**src/rtl/dac_pkg.sv**
```systemverilog
// rtl/dac_pkg.sv - shared state encoding and counter sizing helpers for dac_writer
package dac_pkg;

  typedef enum logic [2:0] {
    S_IDLE   = 3'd0,
    S_SETUP  = 3'd1,
    S_STROBE = 3'd2,
    S_HOLD   = 3'd3,
    S_WAIT   = 3'd4
  } state_e;

  function automatic int cnt_w(input int max_val);
    return (max_val < 2) ? 1 : $clog2(max_val + 1);
  endfunction

  function automatic int max2(input int a, input int b);
    return (a > b) ? a : b;
  endfunction

endpackage

```
**src/rtl/dac_fifo.sv**
```systemverilog
// rtl/dac_fifo.sv - small synchronous FIFO that drops pushes while full
module dac_fifo #(
  parameter int WIDTH      = 8,
  parameter int DEPTH_LOG2 = 2
) (
  input  logic             clk,
  input  logic             resetb,
  input  logic             push_i,
  input  logic [WIDTH-1:0] din_i,
  input  logic             pop_i,
  output logic [WIDTH-1:0] head_o,
  output logic             full_o,
  output logic             empty_o
);

  localparam int DEPTH = 1 << DEPTH_LOG2;

  logic [WIDTH-1:0]      mem_q [DEPTH];
  logic [DEPTH_LOG2-1:0] wr_ptr_q, wr_ptr_d;
  logic [DEPTH_LOG2-1:0] rd_ptr_q, rd_ptr_d;
  logic [DEPTH_LOG2:0]   cnt_q, cnt_d;
  logic                  push_ok, pop_ok;

  // full comes from the pre-edge count, so a push alongside a pop while full is lost
  assign full_o  = (cnt_q == (DEPTH_LOG2+1)'(DEPTH));
  assign empty_o = (cnt_q == '0);
  assign push_ok = push_i && !full_o;
  assign pop_ok  = pop_i && !empty_o;
  assign head_o  = mem_q[rd_ptr_q];

  always_comb begin
    wr_ptr_d = wr_ptr_q;
    rd_ptr_d = rd_ptr_q;
    cnt_d    = cnt_q;
    if (push_ok) wr_ptr_d = wr_ptr_q + 1'b1;
    if (pop_ok)  rd_ptr_d = rd_ptr_q + 1'b1;
    case ({push_ok, pop_ok})
      2'b10:   cnt_d = cnt_q + 1'b1;
      2'b01:   cnt_d = cnt_q - 1'b1;
      default: cnt_d = cnt_q;
    endcase
  end

  always_ff @(posedge clk) begin
    if (push_ok) mem_q[wr_ptr_q] <= din_i;
  end

  always_ff @(posedge clk or negedge resetb) begin
    if (!resetb) begin
      wr_ptr_q <= '0;
      rd_ptr_q <= '0;
      cnt_q    <= '0;
    end else begin
      wr_ptr_q <= wr_ptr_d;
      rd_ptr_q <= rd_ptr_d;
      cnt_q    <= cnt_d;
    end
  end

endmodule

```
**src/rtl/dac_writer.sv**
```systemverilog
// rtl/dac_writer.sv - paced parallel D/A writer fed from a sample FIFO
module dac_writer
  import dac_pkg::*;
#(
  parameter int WIDTH      = 8,
  parameter int DEPTH_LOG2 = 2,
  parameter int SETUP      = 1,
  parameter int PULSE      = 2,
  parameter int PERIOD     = 16
) (
  input  logic             clk,
  input  logic             resetb,
  input  logic             load,
  input  logic [WIDTH-1:0] din,
  input  logic             clr_underrun,
  output logic             full,
  output logic             empty,
  output logic             busy,
  output logic             written,
  output logic             underrun,
  output logic [WIDTH-1:0] da_data,
  output logic             da_csb,
  output logic             da_wrb
);

  localparam int PW = cnt_w(PERIOD - 1);
  localparam int HW = cnt_w(max2(SETUP, PULSE) - 1);

  state_e           state_q, state_d;
  logic [PW-1:0]    pace_q, pace_d;
  logic [HW-1:0]    ph_q, ph_d;
  logic [WIDTH-1:0] data_q, data_d;
  logic             csb_q, csb_d;
  logic             wrb_q, wrb_d;
  logic             written_q, written_d;
  logic             underrun_q, underrun_d;
  logic             pop;
  logic [WIDTH-1:0] head;

  dac_fifo #(
    .WIDTH      (WIDTH),
    .DEPTH_LOG2 (DEPTH_LOG2)
  ) u_fifo (
    .clk     (clk),
    .resetb  (resetb),
    .push_i  (load),
    .din_i   (din),
    .pop_i   (pop),
    .head_o  (head),
    .full_o  (full),
    .empty_o (empty)
  );

  always_comb begin
    state_d    = state_q;
    pace_d     = (state_q != S_IDLE && pace_q != '0) ? pace_q - 1'b1 : pace_q;
    ph_d       = ph_q;
    data_d     = data_q;
    csb_d      = csb_q;
    wrb_d      = wrb_q;
    written_d  = 1'b0;
    underrun_d = underrun_q & ~clr_underrun;
    pop        = 1'b0;

    case (state_q)
      S_IDLE: begin
        csb_d = 1'b1;
        wrb_d = 1'b1;
      end
      S_SETUP: begin
        if (ph_q == '0) begin
          wrb_d   = 1'b0;
          ph_d    = HW'(PULSE - 1);
          state_d = S_STROBE;
        end else begin
          ph_d = ph_q - 1'b1;
        end
      end
      S_STROBE: begin
        if (ph_q == '0) begin
          wrb_d     = 1'b1;
          written_d = 1'b1;
          state_d   = S_HOLD;
        end else begin
          ph_d = ph_q - 1'b1;
        end
      end
      S_HOLD: begin
        csb_d   = 1'b1;
        state_d = S_WAIT;
      end
      S_WAIT: begin
        if (pace_q == '0 && empty) begin
          underrun_d = 1'b1;
          state_d    = S_IDLE;
        end
      end
      default: state_d = S_IDLE;
    endcase

    // a new write starts from idle, or from wait once the pacing period has elapsed
    if (!empty && (state_q == S_IDLE || (state_q == S_WAIT && pace_q == '0))) begin
      pop     = 1'b1;
      data_d  = head;
      csb_d   = 1'b0;
      wrb_d   = 1'b1;
      pace_d  = PW'(PERIOD - 1);
      ph_d    = HW'(SETUP - 1);
      state_d = S_SETUP;
    end
  end

  always_ff @(posedge clk or negedge resetb) begin
    if (!resetb) begin
      state_q    <= S_IDLE;
      pace_q     <= '0;
      ph_q       <= '0;
      data_q     <= '0;
      csb_q      <= 1'b1;
      wrb_q      <= 1'b1;
      written_q  <= 1'b0;
      underrun_q <= 1'b0;
    end else begin
      state_q    <= state_d;
      pace_q     <= pace_d;
      ph_q       <= ph_d;
      data_q     <= data_d;
      csb_q      <= csb_d;
      wrb_q      <= wrb_d;
      written_q  <= written_d;
      underrun_q <= underrun_d;
    end
  end

  assign busy     = (state_q != S_IDLE);
  assign written  = written_q;
  assign underrun = underrun_q;
  assign da_data  = data_q;
  assign da_csb   = csb_q;
  assign da_wrb   = wrb_q;

endmodule

```
**config.mk**
```make
export PLATFORM = sky130hd
export DESIGN_NAME = dac_writer
export DESIGN_NICKNAME = d
export VERILOG_FILES = /design/src/rtl/dac_pkg.sv /design/src/rtl/dac_fifo.sv /design/src/rtl/dac_writer.sv
export SDC_FILE = /design/constraint.sdc
export NUM_CORES = 1
export LEC_CHECK = 0
export ABC_AREA = 1
export ABC_CLOCK_PERIOD_IN_PS = 4000
export BUFFER_PORTS_ARGS = -buffer_cell sky130_fd_sc_hd__buf_4
export CAP_MARGIN = 20
export CORE_ASPECT_RATIO = 1.4
export CORE_MARGIN = 2
export CORE_UTILIZATION = 40
export CTS_CLUSTER_DIAMETER = 40
export DETAILED_ROUTE_END_ITERATION = 7
export PLACE_DENSITY = 0.65
export SLEW_MARGIN = 40
export SYNTH_ARGS = -nofsm -noshare
export SYNTH_HDL_FRONTEND = slang
export SYNTH_SLANG_ARGS = --single-unit
```
**constraint.sdc**
```tcl
create_clock -name clk -period 4 [get_ports clk]
set_input_delay 0.8 -clock clk [delete_from_list [all_inputs] [get_ports clk]]
set_output_delay 0.8 -clock clk [all_outputs]
set_load 0.01 [all_outputs]
```
# Word level (Yosys, flattened, before mapping)
# Memory sizes are Yosys's and may differ from the RTL's. A register that Yosys moved wholly into a read port is not among the register bits.
# Index checks and enable logic that the tools add are counted.
# W data, S select, Z words.
# op_classes
add_sub_neg	6
n_eq_ne	11
muxes	25
bitwise_logic	2
reduce_logical	23
# ops
operator	n
$mux W1	15
$pmux W3 S5	1
$mux W3	4
$mux W4	2
$reduce_bool A4 Y1	2
$eq A3 B2 Y1 const B	2
$eq A3 B3 Y1 const B	2
$logic_and A1 B1 Y1	6
$logic_not A3 Y1	2
$ne A3 B3 Y1 const B	2
$pmux W3 S2	1
$reduce_bool A2 Y1	3
$reduce_bool A3 Y1	2
$add A2 B1 Y2 const B	2
$logic_not A4 Y1	1
$reduce_and A4 Y1	1
$sub A4 B1 Y4 const B	1
$add A3 B1 Y3 const B	1
$eq A3 B1 Y1 const B	1
$logic_not A1 Y1	3
$ne A3 B2 Y1 const B	1
$pmux W1 S3	1
$reduce_and A3 Y1	1
$sub A3 B1 Y3 const B	1
other kinds (9)	9
# word_totals
ff_bits	19
mem_bits_rw	32
in_bits	12
out_inout_bits	15
elab_cells	78
memories	1
# mem_list
name	words	word_bits	rd	rd_ports_with_merged_regs	wr	line_no	text
u_fifo.mem_q	4	8	1	1	1	dac_fifo.sv:18	logic [WIDTH-1:0] mem_q [DEPTH];

# Logic depth before layout (Yosys ltp)
# Gate-level depths: netlist of the first run.
# depth
word_depth	8
depth_mapped	13
ltp_nobuf	12

# Hierarchy
# From an unflattened synthesis of the first run, not the netlist that was laid out.
# hier_totals
cells_unflattened	269
hier_area_um2	2676.3
# by_module_without_submodules
module	n_inst	cells_each	area_per_inst_um2	seq_area_each_um2
dac_fifo	1	154	1751.7	1136.1
dac_writer	1	115	924.6	503.0

# Worst setup path after synthesis of the first run
# Ideal clock, no wire load.
# synth_path
path_kind	register to register
start	register pace_q[0]
end	register u_fifo.cnt_q[2]
setup_ns	0.131
t_arrival_ns	2.043
t_required_ns	3.869
setup_slack_ns	1.826
path_stages_with_launch	14
n_path_buf	1
period_less_slack_ns	2.174
cell_sequence	dfrtp_1 -> inv_1 -> ha_1 -> nand2_2 -> a21oi_4 -> nand2_4 -> inv_2 -> buf_6 -> ha_1 -> inv_1 -> fa_1 -> a21oi_1 -> o21ai_0 -> xor2_1
# synth_via
elab_chain_cells	8
word_cells_on_any_way	10
classes_between	eq/ne: 2; mux: 2; reduce/logical: 6
# synth_rtl
item	line_no	text
start: declaration	dac_writer.sv:30	logic [PW-1:0] pace_q, pace_d;
start signal: assignment	dac_writer.sv:125	pace_q <= pace_d;
$logic_not A4 Y1 *	dac_writer.sv:102	if (!empty && (state_q == S_IDLE || (state_q == S_WAIT && pace_q == '0))) begin
$logic_and A1 B1 Y1 *	dac_writer.sv:102	
$logic_or A1 B1 Y1 *	dac_writer.sv:102	
$logic_and A1 B1 Y1 *	dac_writer.sv:102	
$mux W1 *	dac_writer.sv:102	
named net pop	dac_writer.sv:37	logic pop;
$logic_and A1 B1 Y1 *	dac_fifo.sv:28	assign pop_ok = pop_i && !empty_o;
$eq A2 B1 Y1 or $eq A2 B2 Y1 (tied branches)	dac_fifo.sv:37	case ({push_ok, pop_ok})
$pmux W3 S2 or $reduce_bool A2 Y1 (tied branches)	-	
end signal: assignment	dac_fifo.sv:56	cnt_q <= cnt_d;
end: declaration	dac_fifo.sv:21	logic [DEPTH_LOG2:0] cnt_q, cnt_d;
# Mark *: on every way through the listed nets, which the timed path passes. The rest lies on a longest branch.
# A chain may end at the register's enable or synchronous reset.

# Worst setup path after layout of the first run
# layout_path
start	register pace_q[0]
end	register u_fifo.cnt_q[2]
# layout_via
elab_chain_cells	8
word_cells_on_any_way	10
classes_between	eq/ne: 2; mux: 2; reduce/logical: 6
# layout_rtl
item	line_no
$logic_not A4 Y1 *	dac_writer.sv:102
$logic_and A1 B1 Y1 *	dac_writer.sv:102
$logic_or A1 B1 Y1 *	dac_writer.sv:102
$logic_and A1 B1 Y1 *	dac_writer.sv:102
$mux W1 *	dac_writer.sv:102
$logic_and A1 B1 Y1 *	dac_fifo.sv:28
$eq A2 B1 Y1 or $eq A2 B2 Y1 (tied branches)	dac_fifo.sv:37
$pmux W3 S2 or $reduce_bool A2 Y1 (tied branches)	-
# Mark *: on every way between the ends. The rest lies on a longest branch, timed or not.

==> results of run 1 <==
-- per-stage QoR --
step,hold slack (ns),instances
after floorplan,0.466,238
after global placement,0.482,330
after detailed placement,0.475,330
after CTS,0.368,345
after global routing,0.394,345
final,0.361,345
-- final cells by class --
type	count	area [um2]
well taps	72	90.1
multi-input cells	148	773
inverters	25	93.8
fillers	557	3160
clock buffers	10	138
flip-flops and latches	59	1640
clock inverters	5	77.6
repair buffers	26	195
-- cell usage in the layout, fill, tap and decap left out --
master      instances
a21oi_1             4
a21oi_2             1
a21oi_4             1
buf_4              26
bufinv_16           2
clkbuf_8           10
clkinv_2            2
clkinvlp_4          1
dfrtp_1            25
dfstp_2             2
edfxtp_1           32
fa_1                1
ha_1                7
inv_1              20
inv_2               5
nand2_1            54
nand2_2             2
nand2_4             1
nand3_1             8
nand3b_1            2
nand4_1             1
nor2_1             27
nor2_2              1
nor2_4              1
nor3_1              1
o21ai_0            23
o21ai_2             1
o22ai_1             8
xnor2_1             2
xor2_1              2
-- power groups by stage --
stage / registers (uW) / clock network, uW / logic, uW
final: 983 / 593 / 877
after global routing: 1010 / 624 / 1030
after CTS: 988 / 602 / 898
after detailed placement: 998 / 0 / 893
after global placement: 991 / 0 / 859
after floorplan: 954 / 0 / 665
-- cell families after synthesis --
group / Yosys count
adder cells (fa/ha/maj): 8
AO/OA/AOI/OAI: 38
flip-flops: 59
AND/OR/NAND/NOR: 98
XOR/XNOR: 4
buffers and inverters: 31
-- worst max-delay path: cells and delay by family (launching register included) --
kind	cells	cell delay (ns)
simple gates	2	0.25
xor+xnor	1	0.15
buf+inv	3	0.39
flops	1	0.40
compound gates	3	0.39
fa+ha+maj	3	0.76
-- sequential cells by signal (all words and copies together), names as in the netlist --
register and cells:
pace_q 4, state_q 3, da_wrb 1, da_csb 1, da_data 8, u_fifo.rd_ptr_q 2
ph_q 1, underrun 1, u_fifo.wr_ptr_q 2, written 1, u_fifo.mem_q 32, u_fifo.cnt_q 3
-- metal layers --
metal  global-route usage [%]  part of all wire [%]
met5                        0                     0
met4                     11.2                   3.7
met3                     2.68                   2.9
met2                     25.1                    50
met1                     18.1                    44
-- how the worst min path moves through the flow --
stage / start / endpoint / cells past startpoint
floorplan: u_fifo.cnt_q[0]$_DFFE_PN0P_ / u_fifo.cnt_q[0]$_DFFE_PN0P_ / 1
global placement: u_fifo.cnt_q[0]$_DFFE_PN0P_ / u_fifo.cnt_q[0]$_DFFE_PN0P_ / 1
detailed placement: da_data[6]$_DFFE_PN0P_ / da_data[6]$_DFFE_PN0P_ / 2
CTS: resetb / u_fifo.wr_ptr_q[0]$_DFFE_PN0P_ / 1
global route: resetb / u_fifo.wr_ptr_q[0]$_DFFE_PN0P_ / 1
finish: resetb / u_fifo.wr_ptr_q[0]$_DFFE_PN0P_ / 1
==> summary.txt, run 1 <==
Synth
  – Number of enable flip-flop cells after synthesis: 32
  – Yosys warning count: 0
  – Cell taking the most area after synthesis: edfxtp_1
  – Dominant combinational cell family by area after synthesis: simple AND/OR/NAND/NOR gates
  – Most numerous cell types in the synthesized netlist: nand2_1 (54), edfxtp_1 (32), nor2_1 (27)
  – Most instantiated flip-flop cell in the synthesis netlist: edfxtp_1
  – Simple-gate share of the synthesized area: 16.2%
  – Cell with the most instances after synthesis: nand2_1
  – Post-synthesis share of cell area spent on xor and xnor gates: 1.38%
  – Gate Count Post-Synth: 238
  – Share of cell area taken by muxes after synthesis: 0%
  – Synthesis-stage register bit count: 59
  – Fraction of synthesis flops using an asynchronous set or reset pin: 45.8%
  – Compound-Gate Fraction of Synth Area: 8.60%
  – Adder-Cell Fraction of Synth Area: 4.23%
  – Number of different library cells in the post-synthesis netlist: 29
  – Cells taking the most area after synthesis: edfxtp_1 (38%), dfrtp_1 (25%), nand2_1 (8.0%)
  – Share of the yosys chip area belonging to registers: 64.4%
  – Post-synthesis average cell area: 10.7 um2
  – Number of nets produced by synthesis: 258
  – Area share of the largest cell type after synthesis: 37.7%
  – Netlist Area Pre-Place: 2550 um2

Critical path
  – Endpoint of the most critical register-to-register path: u_fifo.cnt_q[2]$_DFFE_PN0P_
  – Delay contributed by the slowest stage of the critical path: 0.40 ns
  – Worst R2R Setup Slack: 1.53 ns
  – Worst Setup Start Kind: flop
  – Maximum fanout along the worst path: 19
  – Depth of the most critical reg-to-reg path: 12
  – Worst reg2reg startpoint: pace_q[0]$_DFFE_PN0P_
  – Required time of the critical path: 4.22 ns
  – Type of the setup path with the least slack: reg -> reg
  – Slowest cell on the critical path: dfrtp_1
  – Cell-by-cell listing of the critical path: inv_1 > ha_1 > nand2_2 > a21oi_4 > nand2_4 > inv_2 > ha_1 > inv_1 > fa_1 > a21oi_1 > o21ai_0 > xor2_1
  – Arr. time, crit path: 2.70 ns
  – Element type at the critical path end: flop
  – Critical path origin: pace_q[0]$_DFFE_PN0P_
  – Endpoint of the most critical setup path: u_fifo.cnt_q[2]$_DFFE_PN0P_

Detailed routing
  – Routed Wire Length: 4770 um
  – DRT iter0 DRCs: 102
  – Number of detailed-route iterations in the first pass: 4
  – Average wire per cell in the routed design: 13.8 um
  – Final antenna-violating net count: 0
  – DRC: 0
  – Count of vias placed by the detailed router: 1685
  – Routed vias/inst: 4.88

Pwr
  – Int Pwr: 1540 uW
  – Register share of total power: 40.1%
  – Leakage power: 0.00133 uW
  – Switching power share of the total: 37.3%
  – Relative contribution of combinational cells to total power: 35.8%
  – Areal power density over the cells: 816 nW/um2
  – Overall power after layout: 2450 uW
  – Maximum vdd drop: 0.356 mV
  – Net switching power: 914 uW
  – Clock power frac: 24.2%

Clock network
  – TritonCTS sink count: 59
  – Source-to-sink clock delay at the later pin of the worst-skew pair: 0.34 ns
  – Clock transition at the registers of the reported paths: 0.07 ns
  – Longest Clk Path Bufs: 2
  – PostCTS Resize Cnt: 0
  – Post-CTS Setup Repair Bufs: 0
  – H-tree depth: 3
  – Clock buffer count from CTS: 9
  – Number of buffers inserted by hold repair at cts: 0
  – Clock tree from TritonCTS: done
  – Clock root cell: clkbuf_8

Placed design
  – Count of input and output buffers: 26
  – Minimum setup slack after placement: 1.53 ns
  – Half-perimeter wire length of the detailed placement result: 3280 um
  – Final weighted congestion in routability-driven placement: 0.744
  – Area after detailed placement: 2790 um2

Timing
  – Worst-case headroom to the max-slew limit: 46.9%
  – Post-route worst setup slack: 1.53 ns
  – Setup Viol. Count Final: 0
  – Setup repair after global routing missed its margin: no
  – Final setup skew: 0.00523 ns
  – Transition at the pin with the smallest max-transition slack: 0.793 ns
  – Post-route setup TNS: 0 ns
  – Time the final worst path needs with I/O delays and setup: 2.47 ns
  – Share of the cycle needed by the critical path after routing: 61.8%
  – Hold Violations, Final: 0
  – Achievable clock frequency: 0.404 GHz
  – Final Max Tran Viols: 0

Die
  – Die X-Extent: 71.4 um
  – Die ar.: 7030 um2
  – Number of standard-cell rows in the floorplan: 34
  – Placeable core area: 6170 um2
  – Chip Height: 98.4 um
  – Initial cell density of the core: 41.3%
  – I/O pin count: 27

GRT
  – All-layer global routing usage: 15.5%
  – Pin count of the biggest net entering global routing: 28
  – Number of global-route vias before repair: 1716
  – Grt total ovfl: 0
  – Number of antenna violations at the first check in global routing: 0
  – Wire length of the first global-routing pass: 8150 um

Run
  – Max-cap violations: 0

Cells and area
  – Fin area: 3010 um2
  – # diodes: 0
  – Growth of design area from synthesis to finish: 18.1%
  – Post-route core utilization: 48.7%
  – Fraction of final layout cells with drive strength greater than 1: 20.5%
  – Final Net Count: 289

Min path
  – Hold Crit Class: in -> async

Run status
  – Result of the run: finished, final reports clean
No activity file was read; power rests on OpenSTA's default activity.
==> inputs of run 2 (changes only) <==
--- a/config.mk
+++ b/config.mk
@@ -6,7 +6,7 @@
 export NUM_CORES = 1
 export LEC_CHECK = 0
 export ABC_AREA = 1
-export ABC_CLOCK_PERIOD_IN_PS = 4000
+export ABC_CLOCK_PERIOD_IN_PS = 2400
 export BUFFER_PORTS_ARGS = -buffer_cell sky130_fd_sc_hd__buf_4
 export CAP_MARGIN = 20
 export CORE_ASPECT_RATIO = 1.4
==> constraint.sdc (replaced) <==
create_clock -name clk -period 2.4 [get_ports clk]
set_input_delay 0.48 -clock clk [delete_from_list [all_inputs] [get_ports clk]]
set_output_delay 0.48 -clock clk [all_outputs]
set_load 0.01 [all_outputs]
==> summary.txt, run 2 (same netlist as run 1, synthesis figures left out) <==
Run status
  – Result of the run: finished, final reports clean

Timing
  – Time the final worst path needs with I/O delays and setup: 2.18 ns (-0.298 ns)
  – Transition at the pin with the smallest max-transition slack: 0.357 ns (-0.437 ns)
  – Final setup skew: 0.00866 ns (+0.00343 ns)
  – Hold Violations, Final: 0 (unchanged)
  – Setup Viol. Count Final: 0 (unchanged)
  – Post-route worst setup slack: 0.224 ns (-1.30 ns)
  – Setup repair after global routing missed its margin: no
  – Worst-case headroom to the max-slew limit: 76.2% (+29 points)
  – Share of the cycle needed by the critical path after routing: 90.7% (+29 points)
  – Final Max Tran Viols: 0 (unchanged)
  – Achievable clock frequency: 0.460 GHz (+14%)
  – Post-route setup TNS: 0 ns (unchanged)

Clock network
  – Clock buffer count from CTS: 9 (unchanged)
  – Clock transition at the registers of the reported paths: 0.06 ns (about the same)
  – Clock tree from TritonCTS: done
  – Post-CTS Setup Repair Bufs: 0 (unchanged)
  – PostCTS Resize Cnt: 0 (unchanged)
  – Source-to-sink clock delay at the later pin of the worst-skew pair: 0.34 ns (about the same)
  – TritonCTS sink count: 59 (unchanged)
  – Number of buffers inserted by hold repair at cts: 0 (unchanged)
  – H-tree depth: 3 (unchanged)
  – Clock root cell: clkbuf_8
  – Longest Clk Path Bufs: 2 (unchanged)

Placed design
  – Minimum setup slack after placement: 0.253 ns (-1.28 ns)
  – Final weighted congestion in routability-driven placement: 0.824 (+11%)
  – Count of input and output buffers: 26 (unchanged)
  – Half-perimeter wire length of the detailed placement result: 3180 um (-3.1%)

Critical path
  – Type of the setup path with the least slack: reg -> reg
  – Worst Setup Start Kind: flop
  – Maximum fanout along the worst path: 3 (-16)
  – Element type at the critical path end: flop
  – Required time of the critical path: 2.61 ns (-1.61 ns)
  – Arr. time, crit path: 2.39 ns (-0.31 ns)

Cells and area
  – # diodes: 0 (unchanged)
  – Commonest non-fill, non-tap cell in the layout: nand2_1
  – Fraction of final layout cells with drive strength greater than 1: 23.0% (+2.5 points)
  – Storage element area: 1640 um2 (unchanged)
  – Fill cell count: 565 (+1.4%)
  – Highest-count cells in the layout ignoring fill and taps: nand2_1 (54), buf_4 (34), edfxtp_1 (32)
  – Register with the most flip-flops: u_fifo.mem_q
  – Flip-flop count of the largest register after layout: 32 (unchanged)
  – Final Net Count: 297 (+2.8%)
  – Growth of design area from synthesis to finish: 18.6%
  – Area of combinational cells with multiple inputs: 773 um2 (unchanged)

Pwr
  – Maximum vdd drop: 0.456 mV (+28%)
  – Areal power density over the cells: 1310 nW/um2 (+60%)
  – Leakage power: 0.00134 uW (+1.3%)

GRT
  – Number of global-route vias before repair: 1707 (-0.52%)
  – All-layer global routing usage: 15.2% (-0.28 points)
  – Grt total ovfl: 0 (unchanged)
  – Number of antenna violations at the first check in global routing: 0 (unchanged)
  – Pin count of the biggest net entering global routing: 28 (unchanged)
  – Wire length of the first global-routing pass: 8020 um (-1.6%)

Die
  – Chip Height: 98.4 um (unchanged)
  – Number of standard-cell rows in the floorplan: 34 (unchanged)
  – Initial cell density of the core: 41.3% (unchanged)
  – Die ar.: 7030 um2 (unchanged)
  – Placeable core area: 6170 um2 (unchanged)
  – I/O pin count: 27 (unchanged)
  – Die X-Extent: 71.4 um (unchanged)

Detailed routing
  – Number of detailed-route iterations in the first pass: 6 (+2)
  – Average wire per cell in the routed design: 13.3 um (-3.9%)
  – Final antenna-violating net count: 0 (unchanged)
  – DRC: 0 (unchanged)
  – Routed Wire Length: 4710 um (-1.4%)
  – Count of vias placed by the detailed router: 1723 (+2.3%)
  – Routed vias/inst: 4.87 (-0.34%)
  – DRT iter0 DRCs: 70 (-31%)

Run
  – Max-cap violations: 0 (unchanged)

Min path
  – Hold Crit Class: in -> async
## run 2: changes by cell type in the layout (fill, tap and decap cells not counted)
| cell | before | now |
|---|---|---|
| buf_4 | 26 | 34 |
| clkinv_2 | 2 | 4 |
| clkbuf_8 | 10 | 9 |
| clkinvlp_4 | 1 | 2 |
| inv_6 | 0 | 1 |
| bufinv_16 | 2 | 0 |
## run 2: worst paths after layout
kind,slack (ns),endpoint,depth (start not counted),from
min in group clk,0.32,underrun$_DFF_PN0_,2,clr_underrun
max in group asynchronous,2.04,da_wrb$_DFFE_PN1P_,1,resetb
worst min-delay path,0.05,da_data[1]$_DFFE_PN0P_,1,resetb
worst max register to register,0.22,u_fifo.cnt_q[2]$_DFFE_PN0P_,12,pace_q[0]$_DFFE_PN0P_
worst max-delay path,0.22,u_fifo.cnt_q[2]$_DFFE_PN0P_,12,pace_q[0]$_DFFE_PN0P_
worst min register to register,0.48,da_data[3]$_DFFE_PN0P_,2,da_data[3]$_DFFE_PN0P_
## run 2: routing by layer
metal	GRT usage (%)	wire [um]	vias up
met2	25.6	2470	25
met4	9.14	97	0
met3	3.41	163	8
met1	17.2	1970	821
li1	-	-	869
met5	0	0	-
## run 2: area by class of cell
type                       count  area share (%)
clock buffer                   9            4.10
tap                           72            2.98
timing repair buffer          34            8.45
multi-input combinational    148            25.6
inverter                      25            3.11
clock inverter                 7            1.45
sequential                    59            54.3
## run 2: power breakdown
group / switching [uW] / internal, uW / leakage (uW)
Combinational: 984 / 623 / 0.000644
Sequential: 168 / 1410 / 0.000614
Clock: 399 / 369 / 0.0000852
## run 2: worst max-delay path: stages, from the launching register on
cell and delay [ns]:
dfrtp_1 0.40, inv_1 0.11, ha_1 0.19, nand2_2 0.09, a21oi_4 0.14, nand2_4 0.06, inv_2 0.05, ha_1 0.13
inv_1 0.07, fa_1 0.40, a21oi_1 0.15, o21ai_0 0.11, xor2_1 0.15
## run 2: per-stage QoR
stage,hold slack (ns),cells,power (uW),cell area (um2),utilization (%)
after global routing,0.0720,354,4270,3020,48.9
after detailed placement,0.419,338,3230,2850,46.2
final,0.0510,354,3950,3020,48.9
after floorplan,0.184,238,2700,2550,-
after CTS,0.0485,354,4010,3020,48.9
after global placement,0.412,338,3170,2850,46.2
